--- src/rtl/lcb_pkg.sv ---
// Shared types and helpers for the LCB frame unpacker.
package lcb_pkg;

  typedef enum logic [2:0] {
    ST_IDLE,
    ST_CHECK,
    ST_RD_WAIT,
    ST_MODIFY,
    ST_WRITE,
    ST_REL
  } lcb_state_e;

  localparam int DESC_BIT_LSB  = 0;
  localparam int DESC_BIT_W    = 4;
  localparam int DESC_ADDR_LSB = 4;
  localparam int SKIP_CODE     = 15;

  function automatic int frame_bytes(input int groups, input int mpg);
    return groups * (1 + mpg);
  endfunction

  // Analog measures are stored left-shifted by one, zero-extended to the word.
  function automatic logic [31:0] analog_word(input logic [31:0] meas);
    return meas << 1;
  endfunction

endpackage

--- src/rtl/lcb_gap_timer.sv ---
// Inter-byte gap timer: counts enabled idle clocks and pulses timeout at the limit.
module lcb_gap_timer #(
  parameter int TIMEOUT = 255
) (
  input  logic clk,
  input  logic reset,
  input  logic clear,
  input  logic enable,
  output logic timeout
);

  localparam int CNT_W = $clog2(TIMEOUT + 1);

  logic [CNT_W-1:0] cnt;

  assign timeout = enable && (cnt == CNT_W'(TIMEOUT - 1));

  always_ff @(posedge clk or negedge reset) begin
    if (!reset)                 cnt <= '0;
    else if (clear || timeout)  cnt <= '0;
    else if (enable)            cnt <= cnt + CNT_W'(1);
  end

endmodule

--- src/rtl/lcb_frame_unpacker.sv ---
// Unpacks LCB receiver bytes into measures and writes them to group memory
// via ROM descriptors; adds frame tracking and gap-timeout resynchronisation.
//
// state      | meaning
// IDLE       | wait for a byte; header bytes latch MSBs, data bytes build a measure
// CHECK      | decode descriptor, advance pointer
// RD_WAIT    | contact read-back in flight
// MODIFY     | merge measure LSB into the read-back word
// WRITE      | wren held for WR_HOLD cycles
// REL        | wait for rxValid to drop
module lcb_frame_unpacker #(
  parameter int MEAS_W      = 10,
  parameter int MPG         = 4,
  parameter int GROUPS      = 3,
  parameter int WORD_W      = 12,
  parameter int ADDR_W      = 10,
  parameter int DESC_W      = 15,
  parameter int ROM_DEPTH   = 384,
  parameter int SKIP_CODE   = lcb_pkg::SKIP_CODE,
  parameter int RD_LAT      = 3,
  parameter int WR_HOLD     = 3,
  parameter int GAP_TIMEOUT = 255
) (
  input  logic                         clk,
  input  logic                         reset,
  input  logic [7:0]                   rawData,
  input  logic                         rxValid,
  output logic [$clog2(ROM_DEPTH)-1:0] addrROMaddr,
  input  logic [DESC_W-1:0]            dataROMaddr,
  output logic [WORD_W-1:0]            wrdOut,
  output logic [ADDR_W-1:0]            wrdAddr,
  output logic                         wren,
  input  logic [WORD_W-1:0]            oldWrd,
  output logic [ADDR_W-1:0]            oldWrdAddr,
  output logic                         oldRdEn,
  output logic                         frameDone,
  output logic                         frameErr,
  output logic [7:0]                   errCnt
);
  import lcb_pkg::*;

  localparam int MSB_W       = MEAS_W - 8;
  localparam int FRAME_BYTES = frame_bytes(GROUPS, MPG);
  localparam int PTR_W       = $clog2(ROM_DEPTH);
  localparam int BC_W        = $clog2(FRAME_BYTES);
  localparam int GP_W        = $clog2(MPG + 1);
  localparam int CYC_W       = 4;

  lcb_state_e              state, state_nxt;
  logic [PTR_W-1:0]        ptr, frame_ptr;
  logic [BC_W-1:0]         byte_cnt;
  logic [GP_W-1:0]         grp_pos;
  logic [7:0]              hdr_q;
  logic [MEAS_W-1:0]       meas_q, meas_nxt;
  logic [DESC_W-1:0]       desc_q;
  logic [WORD_W-1:0]       old_q, mod_wrd;
  logic [DESC_BIT_W-1:0]   bit_fld;
  logic [CYC_W-1:0]        cyc_cnt;
  logic                    last_q;
  logic                    take_byte, ptr_inc, rd_done, done_pulse, gap_en, tmo;

  assign addrROMaddr = ptr;
  assign wren        = (state == ST_WRITE);
  assign oldRdEn     = (state == ST_RD_WAIT);
  assign gap_en      = (state == ST_IDLE) && (byte_cnt != '0) && !rxValid;
  assign bit_fld     = desc_q[DESC_BIT_LSB +: DESC_BIT_W];

  always_comb begin
    meas_nxt = {MSB_W'(hdr_q >> (8 - MSB_W * int'(grp_pos))), rawData};
    mod_wrd  = old_q;
    mod_wrd[bit_fld - DESC_BIT_W'(1)] = meas_q[0];
  end

  always_ff @(posedge clk or negedge reset) begin
    if (!reset) state <= ST_IDLE;
    else        state <= state_nxt;
  end

  always_comb begin
    state_nxt  = state;
    take_byte  = 1'b0;
    ptr_inc    = 1'b0;
    rd_done    = 1'b0;
    done_pulse = 1'b0;
    case (state)
      ST_IDLE: begin
        if (rxValid) begin
          take_byte = 1'b1;
          state_nxt = (grp_pos == '0) ? ST_REL : ST_CHECK;
        end
      end
      ST_CHECK: begin
        ptr_inc = 1'b1;
        if (desc_q == DESC_W'(SKIP_CODE))                     state_nxt = ST_REL;
        else if (desc_q[DESC_W-1])                            state_nxt = ST_WRITE;
        else if ((bit_fld == '0) || (int'(bit_fld) > WORD_W)) state_nxt = ST_REL;
        else                                                  state_nxt = ST_RD_WAIT;
      end
      ST_RD_WAIT: begin
        if (cyc_cnt == CYC_W'(RD_LAT - 1)) begin
          rd_done   = 1'b1;
          state_nxt = ST_MODIFY;
        end
      end
      ST_MODIFY: state_nxt = ST_WRITE;
      ST_WRITE: begin
        if (cyc_cnt == CYC_W'(WR_HOLD - 1)) begin
          done_pulse = last_q;
          state_nxt  = ST_REL;
        end
      end
      ST_REL: begin
        if (!rxValid) state_nxt = ST_IDLE;
      end
      default: state_nxt = ST_IDLE;
    endcase
  end

  always_ff @(posedge clk or negedge reset) begin
    if (!reset) begin
      cyc_cnt    <= '0;
      ptr        <= '0;
      frame_ptr  <= '0;
      byte_cnt   <= '0;
      grp_pos    <= '0;
      hdr_q      <= '0;
      meas_q     <= '0;
      desc_q     <= '0;
      old_q      <= '0;
      last_q     <= 1'b0;
      wrdOut     <= '0;
      wrdAddr    <= '0;
      oldWrdAddr <= '0;
      frameDone  <= 1'b0;
      frameErr   <= 1'b0;
      errCnt     <= '0;
    end else begin
      cyc_cnt <= (state_nxt != state) ? '0 : cyc_cnt + CYC_W'(1);
      if (take_byte) begin
        byte_cnt <= (byte_cnt == BC_W'(FRAME_BYTES - 1)) ? '0 : byte_cnt + BC_W'(1);
        grp_pos  <= (grp_pos == GP_W'(MPG)) ? '0 : grp_pos + GP_W'(1);
        desc_q   <= dataROMaddr;
        last_q   <= (byte_cnt == BC_W'(FRAME_BYTES - 1));
        if (byte_cnt == '0) frame_ptr <= ptr;
        if (grp_pos == '0)  hdr_q     <= rawData;
        else                meas_q    <= meas_nxt;
      end else if (tmo) begin
        // Abort the partial frame and replay its descriptors on the next frame.
        byte_cnt <= '0;
        grp_pos  <= '0;
        ptr      <= frame_ptr;
      end
      if (ptr_inc) ptr <= (ptr == PTR_W'(ROM_DEPTH - 1)) ? '0 : ptr + PTR_W'(1);
      if (state == ST_CHECK) begin
        wrdOut     <= WORD_W'(analog_word(32'(meas_q)));
        wrdAddr    <= desc_q[DESC_ADDR_LSB +: ADDR_W];
        oldWrdAddr <= desc_q[DESC_ADDR_LSB +: ADDR_W];
      end
      if (rd_done)             old_q  <= oldWrd;
      if (state == ST_MODIFY)  wrdOut <= mod_wrd;
      frameDone <= done_pulse;
      frameErr  <= tmo;
      if (tmo && (errCnt != 8'hFF)) errCnt <= errCnt + 8'd1;
    end
  end

  lcb_gap_timer #(
    .TIMEOUT (GAP_TIMEOUT)
  ) u_gap_timer (
    .clk     (clk),
    .reset   (reset),
    .clear   (take_byte),
    .enable  (gap_en),
    .timeout (tmo)
  );

endmodule

--- config.mk ---
export PLATFORM = sky130hd
export DESIGN_NAME = lcb_frame_unpacker
export DESIGN_NICKNAME = d
export VERILOG_FILES = /design/src/rtl/lcb_pkg.sv /design/src/rtl/lcb_gap_timer.sv /design/src/rtl/lcb_frame_unpacker.sv
export SDC_FILE = /design/constraint.sdc
export NUM_CORES = 1
export LEC_CHECK = 0
export CAP_MARGIN = 10
export CORE_MARGIN = 2
export CORE_UTILIZATION = 34
export CTS_CLUSTER_SIZE = 10
export DETAILED_ROUTE_END_ITERATION = 7
export PLACE_DENSITY_LB_ADDON = 0.1
export SLEW_MARGIN = 0
export SYNTH_ARGS = -nofsm -noshare
export SYNTH_HDL_FRONTEND = slang
export SYNTH_HIERARCHICAL = 1
export SYNTH_SLANG_ARGS = --single-unit
--- constraint.sdc ---
create_clock -name clk -period 5.4 [get_ports clk]
set_input_delay 1.08 -clock clk [delete_from_list [all_inputs] [get_ports clk]]
set_output_delay 1.08 -clock clk [all_outputs]
set_load 0.05 [all_outputs]
==> results.json <==
{
  "status": "finished, final reports clean",
  "core_area_um2": 16600,
  "numClockSinks": 118,
  "path_class": "input port to register",
  "num_antenna_cells": 0,
  "startpoint_type": "input port",
  "cts-root-buf": "clkbuf_16",
  "h-tree-depth": 4,
  "synth_seq_area_share_pct": 51.2,
  "synth-warning-count": 6,
  "worst_pin_slew_ns": 0.917,
  "overflow": 0,
  "rsz0062_at_grt": "false",
  "clk_pin_slew_ns": 0.06,
  "synth_ff_type": "dfrtp_1",
  "vdd.ir_drop.worst_uv": 289,
  "fp.dieH_um": 134,
  "gp_congestion": 0.795,
  "clk_latency_ns": 0.42,
  "hold_path_depth": 2,
  "routed_wl_mm": 13.2,
  "reg2reg_depth": 9,
  "finalHoldViolations": 0,
  "synthAdderAreaFrac_pct": 2.82,
  "finalMaxSlewViolations": 0,
  "drc": 0,
  "vias": 4215,
  "setup_viol": 0,
  "ctsResizeCount": 0,
  "initial_core_util_pct": 34.8,
  "grt_pass1_vias": 4328,
  "power.leakage_nw": 3.30,
  "min_from": "desc_q[13]$_DFFE_PN0P_",
  "holdWs_ns": 0.468,
  "synth_cells": 531,
  "fin_cells": 843,
  "drive_above_1_share_pct": 14.3,
  "row_count": 47,
  "ioPinCount": 91,
  "synth_top_area_share_pct": 51.2,
  "relSlewSlack_pct": 38.9,
  "syn_nets": 582,
  "crit_arrival_ns": 3.88,
  "power.density_cell_area_nw_per_um2": 594,
  "hold_path.class": "register to register",
  "grt_max_degree": 43,
  "synth_compound_area_share_pct": 10.4,
  "synth_seq_cells": 118,
  "finalCritPeriodShare_pct": 66.3,
  "dieArea_um2": 18000,
  "cp_data_required_time_ns": 5.70,
  "area_growth_pct": 27.9,
  "synth-simple-area-share_pct": 17.6,
  "io_buffers": 90,
  "die_width_um": 134,
  "drt_first_pass_iters": 4,
  "fin_crit_ns": 3.58,
  "ys_types": 61,
  "synth_commonest_cells": "dfrtp_1, nand2_1, nor2_1",
  "ctsHoldBuffers": 0,
  "nets": 661,
  "synth_mux_area_share_pct": 11.5,
  "dp.cells": 811,
  "synth.most_common_cell": "dfrtp_1",
  "n_fill_cell": 1587,
  "worstReg2RegStart": "state[1]$_DFF_PN0_",
  "maxCapViolations": 0,
  "post_drt_wl_per_cell_um": 15.6,
  "cp-end-kind": "register",
  "synth_edf_count": 0,
  "synth_area_um2": 5760,
  "place_hpwl_mm": 8.79,
  "cts_setup_buffers": 0,
  "ff_latch_area_um2": 2950,
  "drtAntennaViolNets": 0,
  "synth_top_family_by_area": "simple AND/OR/NAND/NOR gates",
  "cts_buffer_depth": 2,
  "synth-xor-area-share_pct": 1.82,
  "timing.rr.end": "errCnt[1]$_DFFE_PN0P_",
  "avgViaCountPerCell": 5.00,
  "max_freq_mhz": 279,
  "drt_iter0_markers": 248,
  "r2r_setup_slack_ns": 2.29,
  "synth_area_leaders": "dfrtp_1, nand2_1, mux2_2",
  "crit_fanout": 12,
  "clock_skew_ns": 0.00632,
  "synth_top_area_cell": "dfrtp_1",
  "async_flop_share_pct": 100,
  "multiInputGateArea_um2": 2550,
  "holdPathEnd": "oldWrdAddr[9]$_DFFE_PN0P_",
  "grt_pass1_wl_mm": 22.1,
  "setup_tns_ns": 0,
  "antenna_found_initial": 0,
  "synth_area_per_cell_um2": 10.9,
  "grt_use_total_pct": 15.6,
  "cts_tree": "done",
  "cts_made_buffers": 17
}
[per-layer routing]
metal	GRT usage (%)	up-vias	wire [um]
met4	5.67	0	176
met2	24.1	89	6120
li1	-	2036	-
met5	0	-	0
met3	4.72	15	568
met1	20.7	2075	6330
[registers in the layout (all words and copies together), names as in the netlist, 4 cells and up]
signal           count
desc_q              15
old_q               12
wrdOut              12
meas_q              10
oldWrdAddr          10
addrROMaddr          9
frame_ptr            9
errCnt               8
hdr_q                8
u_gap_timer/cnt      8
byte_cnt             4
cyc_cnt              4
[worst max-delay path, cell delays in order]
cell             delay (ns)
clkdlybuf4s50_1        0.52
or4_1                  0.45
nor2_1                 0.46
nand4_1                0.30
nor2_1                 0.16
buf_4                  0.22
inv_1                  0.07
a41oi_1                0.25
mux2_2                 0.36
[stage by stage]
stage,setup slack (ns),power [mW],instance area [um2],util [%]
finish,1.82,4.38,7370,44.5
global route,1.49,4.66,7370,44.5
CTS,1.83,4.43,7370,44.5
detailed placement,1.38,3.30,6790,40.9
global placement,1.51,3.27,6790,40.9
floorplan,2.18,2.80,5760,-
[worst max-delay path by stage]
stage / cells past startpoint / start / slack [ns] / to
3_5_place_dp: 9 / rxValid / 1.38 / errCnt[1]$_DFFE_PN0P_
6_report: 9 / rxValid / 1.82 / errCnt[1]$_DFFE_PN0P_
5_1_grt: 10 / rxValid / 1.49 / errCnt[5]$_DFFE_PN0P_
3_3_place_gp: 9 / rxValid / 1.51 / errCnt[1]$_DFFE_PN0P_
4_1_cts: 9 / rxValid / 1.83 / errCnt[1]$_DFFE_PN0P_
2_1_floorplan: 10 / rxValid / 2.18 / errCnt[5]$_DFFE_PN0P_
[kinds of logic (layout without fill, tap and decap cells)]
group / count (synthesis) / in the layout
flip-flops: 118 / 118
adder cells (fa/ha/maj): 13 / 13
XOR/XNOR: 12 / 12
multiplexers: 53 / 53
AND/OR/NAND/NOR: 195 / 195
AO/OA/AOI/OAI: 90 / 90
buffers and inverters: 50 / 142
[power breakdown]
| group | internal, mW | switching (mW) | total, mW | leakage (nW) |
|---|---|---|---|---|
| clock network | 0.679 | 0.428 | 1.11 | 0.272 |
| registers | 1.21 | 0.327 | 1.54 | 1.51 |
| logic | 0.709 | 1.02 | 1.73 | 1.52 |
[final cells by class]
| cell class | count | area share (%) |
|---|---|---|
| Tap cell | 220 | 3.73 |
| Inverter | 14 | 0.883 |
| Clock buffer | 17 | 5.77 |
| Clock inverter | 15 | 2.12 |
| Sequential cell | 118 | 40.1 |
| Multi-Input combinational cell | 363 | 34.6 |
| Timing Repair Buffer | 96 | 12.8 |
[cells in the final DEF (no fill, tap or decap), types with 13 or more instances in the layout]
master,count
o21ai_0,22
nand3_1,13
ha_1,13
a211oi_1,13
inv_1,13
nand2_1,96
a21oi_1,17
nor2_1,28
mux2i_1,13
clkbuf_16,17
clkdlybuf4s50_1,89
dfrtp_1,118
mux2_2,22
mux2_4,16
No activity file was read; power rests on OpenSTA's default activity.
